<file path="src/rtl/ctrl_unit.sv">
// ctrl_unit: RV32 instruction decode and control, with a one-cycle kill of the
// instruction fetched behind a taken jump or branch.
module ctrl_unit (
    input  logic       clk,
    input  logic       rst,
    input  logic [4:0] opcode,
    input  logic [2:0] func3,
    input  logic [6:0] func7,
    input  logic       b,
    output logic [2:0] imm_type,
    output logic [3:0] alu_op,
    output logic       alu_src_b,
    output logic       reg_we,
    output logic [1:0] rd_src,
    output logic       mem_we,
    output logic       mem_re,
    output logic [1:0] mem_size,
    output logic       mem_unsigned,
    output logic [1:0] pc_src,
    output logic       flush
);
    localparam logic [4:0] OP_LOAD   = 5'b00000;
    localparam logic [4:0] OP_OPIMM  = 5'b00100;
    localparam logic [4:0] OP_STORE  = 5'b01000;
    localparam logic [4:0] OP_OP     = 5'b01100;
    localparam logic [4:0] OP_LUI    = 5'b01101;
    localparam logic [4:0] OP_BRANCH = 5'b11000;
    localparam logic [4:0] OP_JALR   = 5'b11001;
    localparam logic [4:0] OP_JAL    = 5'b11011;

    localparam logic [2:0] IMM_NONE = 3'b000;
    localparam logic [2:0] IMM_U    = 3'b001;
    localparam logic [2:0] IMM_J    = 3'b010;
    localparam logic [2:0] IMM_S    = 3'b011;
    localparam logic [2:0] IMM_I    = 3'b100;
    localparam logic [2:0] IMM_B    = 3'b101;

    localparam logic [3:0] ALU_ADD = 4'b0000;
    localparam logic [3:0] ALU_SUB = 4'b0001;
    localparam logic [3:0] ALU_SLT = 4'b0010;
    localparam logic [3:0] ALU_XOR = 4'b0011;
    localparam logic [3:0] ALU_SLL = 4'b0100;
    localparam logic [3:0] ALU_SRL = 4'b0101;
    localparam logic [3:0] ALU_SRA = 4'b0110;
    localparam logic [3:0] ALU_EQ  = 4'b0111;
    localparam logic [3:0] ALU_GE  = 4'b1000;
    localparam logic [3:0] ALU_LTU = 4'b1001;

    logic       alt_f7;
    logic [3:0] arith_op;
    logic [3:0] br_op;
    logic       br_ok;
    logic       reg_we_raw;
    logic       mem_we_raw;
    logic       mem_re_raw;
    logic [1:0] pc_src_raw;
    logic       flush_q;
    logic       flush_d;

    assign alt_f7 = (func7 == 7'b0100000);

    // Shared register/immediate ALU selection; SUB only exists for the register form.
    always_comb begin
        arith_op = ALU_ADD;
        case (func3)
            3'b000: arith_op = (opcode == OP_OP && alt_f7) ? ALU_SUB : ALU_ADD;
            3'b010: arith_op = ALU_SLT;
            3'b100: arith_op = ALU_XOR;
            3'b001: arith_op = ALU_SLL;
            3'b101: arith_op = alt_f7 ? ALU_SRA : ALU_SRL;
            default: arith_op = ALU_ADD;
        endcase
    end

    always_comb begin
        br_op = ALU_EQ;
        br_ok = 1'b1;
        case (func3)
            3'b000: br_op = ALU_EQ;
            3'b101: br_op = ALU_GE;
            3'b110: br_op = ALU_LTU;
            default: br_ok = 1'b0;
        endcase
    end

    always_comb begin
        imm_type   = IMM_NONE;
        alu_op     = ALU_ADD;
        alu_src_b  = 1'b0;
        reg_we_raw = 1'b0;
        rd_src     = 2'b00;
        mem_we_raw = 1'b0;
        mem_re_raw = 1'b0;
        pc_src_raw = 2'b00;
        case (opcode)
            OP_LUI: begin
                imm_type   = IMM_U;
                rd_src     = 2'b11;
                reg_we_raw = 1'b1;
            end
            OP_OPIMM: begin
                imm_type   = IMM_I;
                alu_op     = arith_op;
                alu_src_b  = 1'b1;
                reg_we_raw = 1'b1;
            end
            OP_OP: begin
                alu_op     = arith_op;
                reg_we_raw = 1'b1;
            end
            OP_LOAD: begin
                imm_type   = IMM_I;
                alu_src_b  = 1'b1;
                mem_re_raw = 1'b1;
                reg_we_raw = 1'b1;
                rd_src     = 2'b01;
            end
            OP_STORE: begin
                imm_type   = IMM_S;
                alu_src_b  = 1'b1;
                mem_we_raw = 1'b1;
            end
            OP_JAL: begin
                imm_type   = IMM_J;
                pc_src_raw = 2'b01;
                reg_we_raw = 1'b1;
                rd_src     = 2'b10;
            end
            OP_JALR: begin
                imm_type   = IMM_I;
                alu_src_b  = 1'b1;
                pc_src_raw = 2'b10;
                reg_we_raw = 1'b1;
                rd_src     = 2'b10;
            end
            OP_BRANCH: begin
                imm_type   = IMM_B;
                alu_op     = br_op;
                pc_src_raw = (br_ok && b) ? 2'b01 : 2'b00;
            end
            default: ;
        endcase
    end

    assign mem_size     = func3[1:0];
    assign mem_unsigned = (opcode == OP_LOAD) ? func3[2] : 1'b0;

    // A killed slot must not write state nor redirect, so it can never re-arm flush.
    assign reg_we = reg_we_raw & ~flush_q;
    assign mem_we = mem_we_raw & ~flush_q;
    assign mem_re = mem_re_raw & ~flush_q;
    assign pc_src = flush_q ? 2'b00 : pc_src_raw;
    assign flush  = flush_q;

    assign flush_d = (pc_src != 2'b00);

    always_ff @(posedge clk or posedge rst) begin
        if (rst) flush_q <= 1'b0;
        else     flush_q <= flush_d;
    end
endmodule

</file>
<file path="config.mk">
export PLATFORM = sky130hd
export DESIGN_NAME = ctrl_unit
export DESIGN_NICKNAME = d
export VERILOG_FILES = /design/src/rtl/ctrl_unit.sv
export SDC_FILE = /design/constraint.sdc
export NUM_CORES = 1
export LEC_CHECK = 0
export BUFFER_PORTS_ARGS = -buffer_cell sky130_fd_sc_hd__buf_2
export CORE_MARGIN = 4
export CORE_UTILIZATION = 30
export CTS_CLUSTER_DIAMETER = 150
export DETAILED_ROUTE_END_ITERATION = 7
export PLACE_DENSITY_LB_ADDON = 0.2
export SETUP_SLACK_MARGIN = 0.15
export SYNTH_ARGS = -nofsm -noshare
export SYNTH_HDL_FRONTEND = slang
export SYNTH_SLANG_ARGS = --single-unit
</file>
<file path="constraint.sdc">
create_clock -name clk -period 1 [get_ports clk]
set_input_delay 0.05 -clock clk [delete_from_list [all_inputs] [get_ports clk]]
set_output_delay 0.05 -clock clk [all_outputs]
set_load 0.1 [all_outputs]
</file>
==> results of run 1 <==
==> logic make-up after synthesis <==
group | after synthesis
AO/OA/AOI/OAI | 20
AND/OR/NAND/NOR | 35
flip-flops | 1
buffers and inverters | 13
multiplexers | 1
XOR/XNOR | 1
==> through the flow <==
step	TNS, ns	std cells	util [%]
2_1_floorplan	-6.14	71	-
3_3_place_gp	-3.22	138	87.4
3_5_place_dp	-3.69	138	87.4
==> flow_metrics.tcl, run 1 <==
set metrics [dict create \
    rows 14 \
    synth_compound_area_share_pct 28.5 \
    netlist_area_um2 479 \
    yosys.area_share.simple_pct 48.3 \
    postCtsHoldBufs 1 \
    synth_most_common_cell "a21oi_1" \
    start_util_pct 31.8 \
    synth_seq_area_share_pct 5.22 \
    postCtsSetupBuffers 9 \
    routabilityCongestion 0.797 \
    dieHeight_um 48.0 \
    synth_fa_ha_area_share_pct 0 \
    synthDominantCellAreaShare_pct 8.36 \
    flow.stopped_at "4_1_cts" \
    synth.largest_area_cell "a21oi_1" \
    num_io_pins 37 \
    yosys-top-cells-count "a21oi_1 (8), nand2_1 (6), buf_2 (5), nor2_1 (5)" \
    dp_hpwl_mm 1.69 \
    synth_top_family_by_area "simple AND/OR/NAND/NOR gates" \
    synth_flop_cell "dfrtp_1" \
    synth_edf_count 0 \
    cts_resized 28 \
    dpl-instance-area_um2 1320 \
    error_line "[ERROR DPL-0033] detailed placement checks failed during check placement." \
    synthesis.nets 89 \
    synthArstFlopShare_pct 100 \
    synthMuxAreaShare_pct 2.09 \
    syn_avg_cell_area_um2 6.75 \
    syn-instance-count 71 \
    synth_xor_xnor_area_share_pct 1.83 \
    synthDistinctLibCells 35 \
    yosysWarnings 0 \
    outcome "stopped before the end" \
    place_ws_ns -0.556 \
    port_buffers 36 \
    synth_area_leaders "a21oi_1 (8.4%), buf_2 (5.2%), dfrtp_1 (5.2%)" \
    ys_ff_latch 1 \
    die_x_um 48.0 \
]
==> run 2: changes to the inputs <==
==> config.mk (replaced) <==
export PLATFORM = sky130hd
export DESIGN_NAME = ctrl_unit
export DESIGN_NICKNAME = d
export VERILOG_FILES = /design/src/rtl/ctrl_unit.sv
export SDC_FILE = /design/constraint.sdc
export NUM_CORES = 1
export LEC_CHECK = 0
export BUFFER_PORTS_ARGS = -buffer_cell sky130_fd_sc_hd__buf_2
export CORE_AREA = 4 4 65 67
export DETAILED_ROUTE_END_ITERATION = 7
export DIE_AREA = 0 0 69 71
export PLACE_DENSITY_LB_ADDON = 0.15
export SYNTH_ARGS = -nofsm -noshare
export SYNTH_HDL_FRONTEND = slang
export SYNTH_SLANG_ARGS = --single-unit
==> constraint.sdc (replaced) <==
create_clock -name clk -period 1.3 [get_ports clk]
set_input_delay 0.065 -clock clk [delete_from_list [all_inputs] [get_ports clk]]
set_output_delay 0.065 -clock clk [all_outputs]
set_load 0.1 [all_outputs]
==> run 2 against run 1 <==
  * The flow now finishes, with violations (negative setup slack)
  * Synthesized cell count stayed put
  * Area after synthesis stayed put
==> flow_metrics.tcl, run 2 <==
set metrics [dict create \
    largest_reg_flops 1 \
    drv_slew 0 \
    drt-initial-drc-count 14 \
    die_x_um 69 \
    design_area_um2 1290 \
    synthDominantCellAreaShare_pct 8.36 \
    yosysWarnings 0 \
    maxCapViolCount 0 \
    min_period_ns 1.57 \
    finalWorstSetupSlack_ns -0.271 \
    cp_data_required_time_ns 1.24 \
    area.growth.synth_to_final_pct 169 \
    die_area_um2 4900 \
    fmaxAchievable_mhz 636 \
    start_util_pct 13.2 \
    syn_avg_cell_area_um2 6.75 \
    synth_top_family_by_area "simple AND/OR/NAND/NOR gates" \
    port_buffers 36 \
    tightest_slew_ns 0.485 \
    syn-instance-count 71 \
    hold_class "in2reg" \
    firstDrtPassIters 4 \
    critPathCaptureType "output port" \
    grt-ovfl-total 0 \
    start_kind "input pin" \
    worstSkewPairLatency_ns 0 \
    synth_most_common_cell "a21oi_1" \
    nNetsFinal 132 \
    grtUsageTotal_pct 7.32 \
    synth_compound_area_share_pct 28.5 \
    synthMuxAreaShare_pct 2.09 \
    fin_worst_skew_ns 0 \
    synth_xor_xnor_area_share_pct 1.83 \
    grt_antenna_before_repair 0 \
    synth_area_leaders "a21oi_1 (8.4%), buf_2 (5.2%), dfrtp_1 (5.2%)" \
    p_total_mw 0.469 \
    grt_pass1_vias 635 \
    dpl-instance-area_um2 1230 \
    synthDistinctLibCells 35 \
    crit_fanout 2 \
    totalWireLength_mm 1.80 \
    violations "negative setup slack" \
    grt_start_max_net_pins 14 \
    drive_above_1_share_pct 67.9 \
    ys_ff_latch 1 \
    vdd_drop_max_mv 0.111 \
    routabilityCongestion 0.710 \
    leakage_nw 0.474 \
    yosys-top-cells-count "a21oi_1 (8), nand2_1 (6), buf_2 (5), nor2_1 (5)" \
    path_clk_slew_ns 0 \
    drcViolationCount 0 \
    path_class "in2out" \
    via_count 669 \
    layout_common_cells "buf_12 (18), buf_2 (14), buf_4 (11)" \
    num_io_pins 37 \
    fillers 409 \
    layout_commonest_cell "buf_12" \
    core_um2 3630 \
    yosys.area_share.simple_pct 48.3 \
    grt_pass1_wl_mm 3.10 \
    rows 22 \
    synth_seq_area_share_pct 5.22 \
    hold_viol 0 \
    dp_hpwl_mm 1.61 \
    wire_per_inst_um 11.3 \
    cp.arrival_ns 1.51 \
    synth_edf_count 0 \
    synthesis.nets 89 \
    diodes 0 \
    finalSetupViolCount 2 \
    synth_fa_ha_area_share_pct 0 \
    outcome "finished with violations" \
    vias_per_cell 4.18 \
    ant_nets 0 \
    power_per_cell_area_nw_per_um2 363 \
    relSlewSlack_pct 67.9 \
    dieHeight_um 71 \
    period_share_pct 121 \
    netlist_area_um2 479 \
    synth_flop_cell "dfrtp_1" \
    rsz0062_at_grt "true" \
    synthArstFlopShare_pct 100 \
    synth.largest_area_cell "a21oi_1" \
    place_ws_ns -0.292 \
]
==> run 2: cell counts after synthesis <==
No cell type changed its count.
==> run 2: cell type report <==
class                           instances  area, um^2  area share, %
Timing Repair Buffer                   51         598           46.3
Inverter                                3        11.3          0.872
Multi-Input combinational cell         57         593           45.9
Tap cell                               48        60.1           4.65
Sequential cell                         1        28.8           2.23
==> run 2: layer usage <==
metal | global-route usage [%] | vias to the layer above | routed length [um]
met5 | 0 | - | 0
met4 | 0 | 0 | 0
met1 | 9.73 | 309 | 777
li1 | - | 346 | -
met3 | 0.568 | 0 | 50
met2 | 13.7 | 14 | 973
==> run 2: path summary, 6_finish.rpt <==
| kind | from | to | slack (ns) | cells after the start |
|---|---|---|---|---|
| worst max register to register | flush | flush | 0.51 | 1 |
| worst max-delay path | func7[2] | alu_op[1] | -0.27 | 6 |
| max in group asynchronous | rst | flush | 0.73 | 3 |
| worst min register to register | flush | flush | 0.64 | 1 |
| worst min-delay path | b | flush | 0.37 | 3 |
| min in group asynchronous | rst | flush | 0.46 | 3 |
==> run 2: logic make-up after synthesis <==
logic type             after synthesis
AO/OA/AOI/OAI                       20
XOR/XNOR                             1
buffers and inverters               13
flip-flops                           1
multiplexers                         1
AND/OR/NAND/NOR                     35
==> run 2: metrics by stage <==
step	utilization [%]	cells	setup TNS, ns	hold slack (ns)
floorplan	-	71	-2.73	-0.206
global placement	33.7	159	-0.518	-0.101
detailed placement	33.7	159	-0.525	-0.0958
CTS	34.8	160	-0.481	0.382
global route	35.5	160	-0.593	0.402
finish	35.5	160	-0.455	0.372
==> run 2: critical path, stage by stage <==
cell and delay (ns):
buf_6 0.09, or4b_4 0.55, o41ai_2 0.21, a32oi_1 0.17
o221ai_4 0.22, buf_12 0.20
==> run 2: where the power goes <==
group	switching, mW	total, mW	internal, mW
clock	0	0	0
sequential	0.00473	0.0381	0.0333
combinational	0.267	0.431	0.164
total	0.271	0.469	0.198
==> run 2: repair_timing <==
action                                  in CTS  in global routing
pin swaps                                    5                  2
endpoints found under the hold margin        1                  0
hold buffers                                 1                  0
buffers inserted                             0                  0
endpoints found under the setup margin       4                  8
resized for setup                            8                  5
Power figures use the tool's default switching activity.
==> run 3: changes to the inputs <==
--- a/config.mk
+++ b/config.mk
@@ -10,6 +10,7 @@
 export DETAILED_ROUTE_END_ITERATION = 7
 export DIE_AREA = 0 0 69 71
 export PLACE_DENSITY_LB_ADDON = 0.15
+export SLEW_MARGIN = 30
 export SYNTH_ARGS = -nofsm -noshare
 export SYNTH_HDL_FRONTEND = slang
 export SYNTH_SLANG_ARGS = --single-unit
==> constraint.sdc (replaced) <==
create_clock -name clk -period 1.53 [get_ports clk]
set_input_delay 0.0765 -clock clk [delete_from_list [all_inputs] [get_ports clk]]
set_output_delay 0.0765 -clock clk [all_outputs]
set_load 0.1 [all_outputs]
==> run 3 against run 2 <==
  * The run still ends with negative setup slack left
  * Global-route usage fell by 0.17 points
  * Setup slack better by 0.17 ns
  * Clock skew unchanged
  * Critical path depth unchanged
  * Via count shrank 4.0%
  * First-iteration DRC count is 110% higher
  * Die area did not move
  * Sequential power fell by 16%
  * Largest power group unchanged
==> flow_metrics.tcl, run 3 (synthesis results as in run 2) <==
set metrics [dict create \
    routabilityCongestion 0.764 \
    rows 22 \
    hold_depth 3 \
    grt_antenna_before_repair 0 \
    layout_commonest_cell "buf_2" \
    postCtsSetupBuffers 0 \
    grt_pass1_vias 657 \
    grt_start_max_net_pins 14 \
    start_util_pct 13.2 \
    p_total_mw 0.367 \
    hold_start "b" \
    layout_common_cells "buf_2 (19), buf_12 (16), buf_4 (7)" \
    ant_nets 0 \
    crit_chain "buf_6, or4b_4, o41ai_4, a32oi_2, o221ai_4, buf_12" \
    outcome "finished with violations" \
    cp.arrival_ns 1.55 \
    port_buffers 36 \
    totalWireLength_mm 1.77 \
    critPathCaptureType "output port" \
    drcViolationCount 0 \
    crit_fanout 2 \
    leakage_nw 0.428 \
    die_x_um 69 \
    r2r_end "flush" \
    finalWorstSetupSlack_ns -0.0988 \
    num_io_pins 37 \
    nNetsFinal 125 \
    core_um2 3630 \
    r2r_start "flush" \
    seq_area_um2 28.8 \
    via_count 642 \
    reg2reg_depth 1 \
    worstSkewPairLatency_ns 0 \
    path_class "in2out" \
    ff2ff_setup_slack_ns 0.78 \
    multi_input_area_um2 567 \
    cp_data_required_time_ns 1.45 \
    drv_slew 0 \
    largest_reg_flops 1 \
    fin_setup_tns_ns -0.0988 \
    fmaxAchievable_mhz 614 \
    drive_above_1_share_pct 65.7 \
    firstDrtPassIters 3 \
    vdd_drop_max_mv 0.0785 \
    path_depth 6 \
    dp_hpwl_mm 1.54 \
    dieHeight_um 71 \
    period_share_pct 106 \
    place_ws_ns -0.117 \
    fin_worst_skew_ns 0 \
    wl_met3_um 78 \
    crit_family "compound AO/OA/AOI/OAI gates" \
    critical_path_buf_inv_count 2 \
    maxCapViolCount 0 \
    fillers 394 \
    drt-initial-drc-count 30 \
    max_stage_delay_ns 0.56 \
    area.growth.synth_to_final_pct 141 \
    violations "negative setup slack" \
    top_layer "met3" \
    tightest_slew_ns 0.491 \
    hold_class "in2reg" \
    diodes 0 \
    placedCellCount 152 \
    grt-ovfl-total 0 \
    die_area_um2 4900 \
    hold_end "flush" \
    finalSetupViolCount 1 \
    relSlewSlack_pct 67.5 \
    wl_met2_um 925 \
    path_clk_slew_ns 0 \
    wire_per_inst_um 11.6 \
    start_kind "input pin" \
    slowest_stage "or4b_4" \
    grtUsageTotal_pct 7.15 \
    fin_hold_ws_ns 0.440 \
    vias_per_cell 4.20 \
    hold_viol 0 \
    fin_cells 153 \
    power_per_cell_area_nw_per_um2 318 \
    rsz0062_at_grt "true" \
    min_period_ns 1.63 \
    grt_pass1_wl_mm 3.08 \
    met1_length_um 769 \
]
[run 3: stage by stage]
stage / cell area [um^2] / util (%)
6_report: 1160 / 31.8
2_1_floorplan: 661 / -
3_3_place_gp: 1120 / 30.9
3_5_place_dp: 1120 / 30.9
4_1_cts: 1140 / 31.3
5_1_grt: 1160 / 31.8
[run 3: timing repair]
action | CTS | global route
pin swaps | 0 | 2
hold buffers | 1 | 0
setup endpoints to repair | 1 | 1
hold endpoints to repair | 1 | 0
gates resized for setup | 1 | 2
[run 3: worst max path at each step]
stage | from | end
after floorplan | opcode[1] | mem_we
after global placement | func7[2] | alu_op[1]
after detailed placement | func7[2] | alu_op[1]
after CTS | func7[2] | alu_op[1]
after global routing | func7[2] | alu_op[1]
final | func7[2] | alu_op[1]
[run 3: cell type report]
cell class	instances	area share, %
Inverter	3	0.974
Multi-Input combinational cell	57	49.0
Sequential cell	1	2.49
Tap cell	48	5.19
Timing Repair Buffer	44	42.3
[run 3: report_power, final]
group          switching, mW  total [mW]  internal, mW
clock network              0           0             0
logic                  0.219       0.336         0.117
registers            0.00351      0.0319        0.0283
total                  0.222       0.367         0.145
[run 3: routing by layer]
| metal | up-vias | GRT usage, % |
|---|---|---|
| li1 | 330 | - |
| met1 | 298 | 9.32 |
| met2 | 14 | 12.9 |
| met3 | 0 | 1.42 |
| met4 | 0 | 0 |
| met5 | - | 0 |
==> run 4: changes to the inputs <==
--- a/config.mk
+++ b/config.mk
@@ -5,6 +5,7 @@
 export SDC_FILE = /design/constraint.sdc
 export NUM_CORES = 1
 export LEC_CHECK = 0
+export ABC_AREA = 1
 export BUFFER_PORTS_ARGS = -buffer_cell sky130_fd_sc_hd__buf_2
 export CORE_AREA = 4 4 65 67
 export DETAILED_ROUTE_END_ITERATION = 7
==> run 4 against run 3 <==
  * The flow now finishes without violations
  * Wire length decreased by 6.3%
  * Sequential share of layout area increased by 0.37 points
  * Cell area decreased by 21%
  * Flip-flop and latch count unchanged
  * Cell count increased by 16%
  * Die area unchanged
  * Area after synthesis decreased by 7.8%
  * Critical path depth increased by 1
  * Via count increased by 1.7%
  * Largest cell class is now non-clock buffers
==> flow_metrics.tcl, run 4 <==
set metrics [dict create \
    outcome "complete, no violations" \
    cp_data_required_time_ns 1.45 \
    wl_met3_um 237 \
    yosysWarnings 0 \
    via_count 653 \
    maxCapViolCount 0 \
    synth_xor_xnor_area_share_pct 0 \
    netlist_area_um2 442 \
    reg2reg_depth 3 \
    r2r_end "flush" \
    synth_edf_count 0 \
    nNetsFinal 149 \
    rows 22 \
    wl_met2_um 657 \
    grt_pass1_vias 639 \
    crit_fanout 5 \
    synthesis.nets 112 \
    crit_end "alu_op[1]" \
    routabilityCongestion 0.896 \
    num_io_pins 37 \
    totalWireLength_mm 1.66 \
    syn_avg_cell_area_um2 4.70 \
    critPathCaptureType "output port" \
    ys_ff_latch 1 \
    syn-instance-count 94 \
    slowest_stage "nor2_1" \
    grtUsageTotal_pct 6.70 \
    power_per_cell_area_nw_per_um2 341 \
    design_area_um2 918 \
    grt_pass1_wl_mm 2.88 \
    synth_top_family_by_area "simple AND/OR/NAND/NOR gates" \
    fillers 435 \
    finalSetupViolCount 0 \
    grt-ovfl-total 0 \
    synth_area_leaders "inv_1 (21%), nand2_1 (21%), nor2_1 (12%)" \
    r2r_start "flush" \
    synthDistinctLibCells 16 \
    diodes 0 \
    die_x_um 69 \
    synth_compound_area_share_pct 9.07 \
    start_util_pct 12.2 \
    synthArstFlopShare_pct 100 \
    layout_commonest_cell "nand2_1" \
    tightest_slew_ns 0.490 \
    path_depth 7 \
    leakage_nw 0.508 \
    dp_hpwl_mm 1.48 \
    cp.arrival_ns 1.16 \
    p_total_mw 0.314 \
    postCtsSetupBuffers 0 \
    path_class "in2out" \
    area.growth.synth_to_final_pct 108 \
    fmaxAchievable_mhz 807 \
    synthDominantCellAreaShare_pct 21.2 \
    hold_viol 0 \
    die_area_um2 4900 \
    yosys.area_share.simple_pct 59.8 \
    synth_flop_cell "dfrtp_1" \
    cts_resized 0 \
    top_layer "met3" \
    layout_common_cells "nand2_1 (25), inv_1 (24), buf_2 (22)" \
    dpl-instance-area_um2 908 \
    period_share_pct 81.0 \
    synth.largest_area_cell "inv_1" \
    drv_slew 0 \
    fin_hold_ws_ns 0.462 \
    fin_util_pct 25.3 \
    hold_class "in2async" \
    vias_per_cell 3.69 \
    dieHeight_um 71 \
    fin_worst_skew_ns 0 \
    rsz0062_at_grt "false" \
    relSlewSlack_pct 67.5 \
    min_period_ns 1.24 \
    firstDrtPassIters 4 \
    grt_start_max_net_pins 7 \
    core_um2 3630 \
    yosys-top-cells-count "inv_1 (25), nand2_1 (25), nor2_1 (14)" \
    drcViolationCount 0 \
    wire_per_inst_um 9.39 \
    largest_reg_flops 1 \
    start_kind "input pin" \
    synth_seq_area_share_pct 5.67 \
    synthMuxAreaShare_pct 0 \
    ff2ff_setup_slack_ns 0.75 \
    drt-initial-drc-count 1 \
    path_clk_slew_ns 0 \
    crit_family "buffers and inverters" \
    grt_antenna_before_repair 0 \
    critical_path_buf_inv_count 3 \
    synth_fa_ha_area_share_pct 0 \
    worstSkewPairLatency_ns 0 \
    cp-startpoint "opcode[4]" \
    max_stage_delay_ns 0.19 \
    crit_chain "buf_2, inv_1, nand2_1, nor2_1, o211ai_1, o21ai_2, buf_12" \
    met1_length_um 767 \
    drive_above_1_share_pct 41.1 \
    vdd_drop_max_mv 0.170 \
    ant_nets 0 \
    port_buffers 36 \
]
run 4: cell types whose count changed in the layout (fill, tap and decap cells not counted), moves of 3 or more:
| cell | before | now |
|---|---|---|
| a21oi_2 | 4 | 0 |
| buf_2 | 19 | 22 |
| buf_4 | 7 | 0 |
| inv_1 | 3 | 24 |
| nand2_1 | 6 | 25 |
| nand3_1 | 3 | 9 |
| nand3b_1 | 3 | 0 |
| nor2_1 | 4 | 12 |
| nor2_2 | 1 | 7 |
| nor3_4 | 3 | 0 |
run 4: layer usage:
layer,global-route usage (%),up-vias
met2,9.64,32
met3,3.13,0
li1,-,347
met5,0,-
met1,9.63,274
met4,0,0
run 4: what timing repair did:
item | in CTS | in global routing
endpoints found under the hold margin | 1 | 0
endpoints found under the setup margin | 0 | 0
hold buffers | 1 | 0
run 4: kinds of logic (layout without fill, tap and decap cells):
logic type / after synthesis / count (layout)
AND/OR/NAND/NOR: 58 / 58
buffers and inverters: 28 / 63
AO/OA/AOI/OAI: 7 / 7
flip-flops: 1 / 1
run 4: worst min path at each step:
stage               startpoint     to  cells past startpoint
floorplan                  rst  flush                      1
global placement           rst  flush                      2
detailed placement         rst  flush                      2
CTS                        rst  flush                      3
global route               rst  flush                      3
finish                     rst  flush                      3
run 4: worst reg2reg max path, cell delays in order (launching register included):
cell     delay [ns]
dfrtp_2        0.41
inv_1          0.10
nand2_1        0.11
nand2_1        0.09
run 4: where the power goes:
| part | total (mW) | internal [mW] | switching [mW] |
|---|---|---|---|
| logic | 0.284 | 0.0866 | 0.198 |
| registers | 0.0293 | 0.0280 | 0.00127 |
| clock network | 0 | 0 | 0 |
run 4: per-stage QoR:
stage               setup slack, ns  std cells  TNS, ns
finish                        0.291        177        0
global route                  0.133        177        0
CTS                           0.291        177        0
detailed placement            0.291        176        0
global placement              0.294        176        0
floorplan                   -0.0363         94  -0.0726
run 4: final cells by class:
class | instances | area, um^2 | area share, %
inverters | 26 | 101 | 11.0
well taps | 48 | 60.1 | 6.54
multi-input cells | 65 | 330 | 36.0
repair buffers | 37 | 400 | 43.6
flip-flops and latches | 1 | 26.3 | 2.86
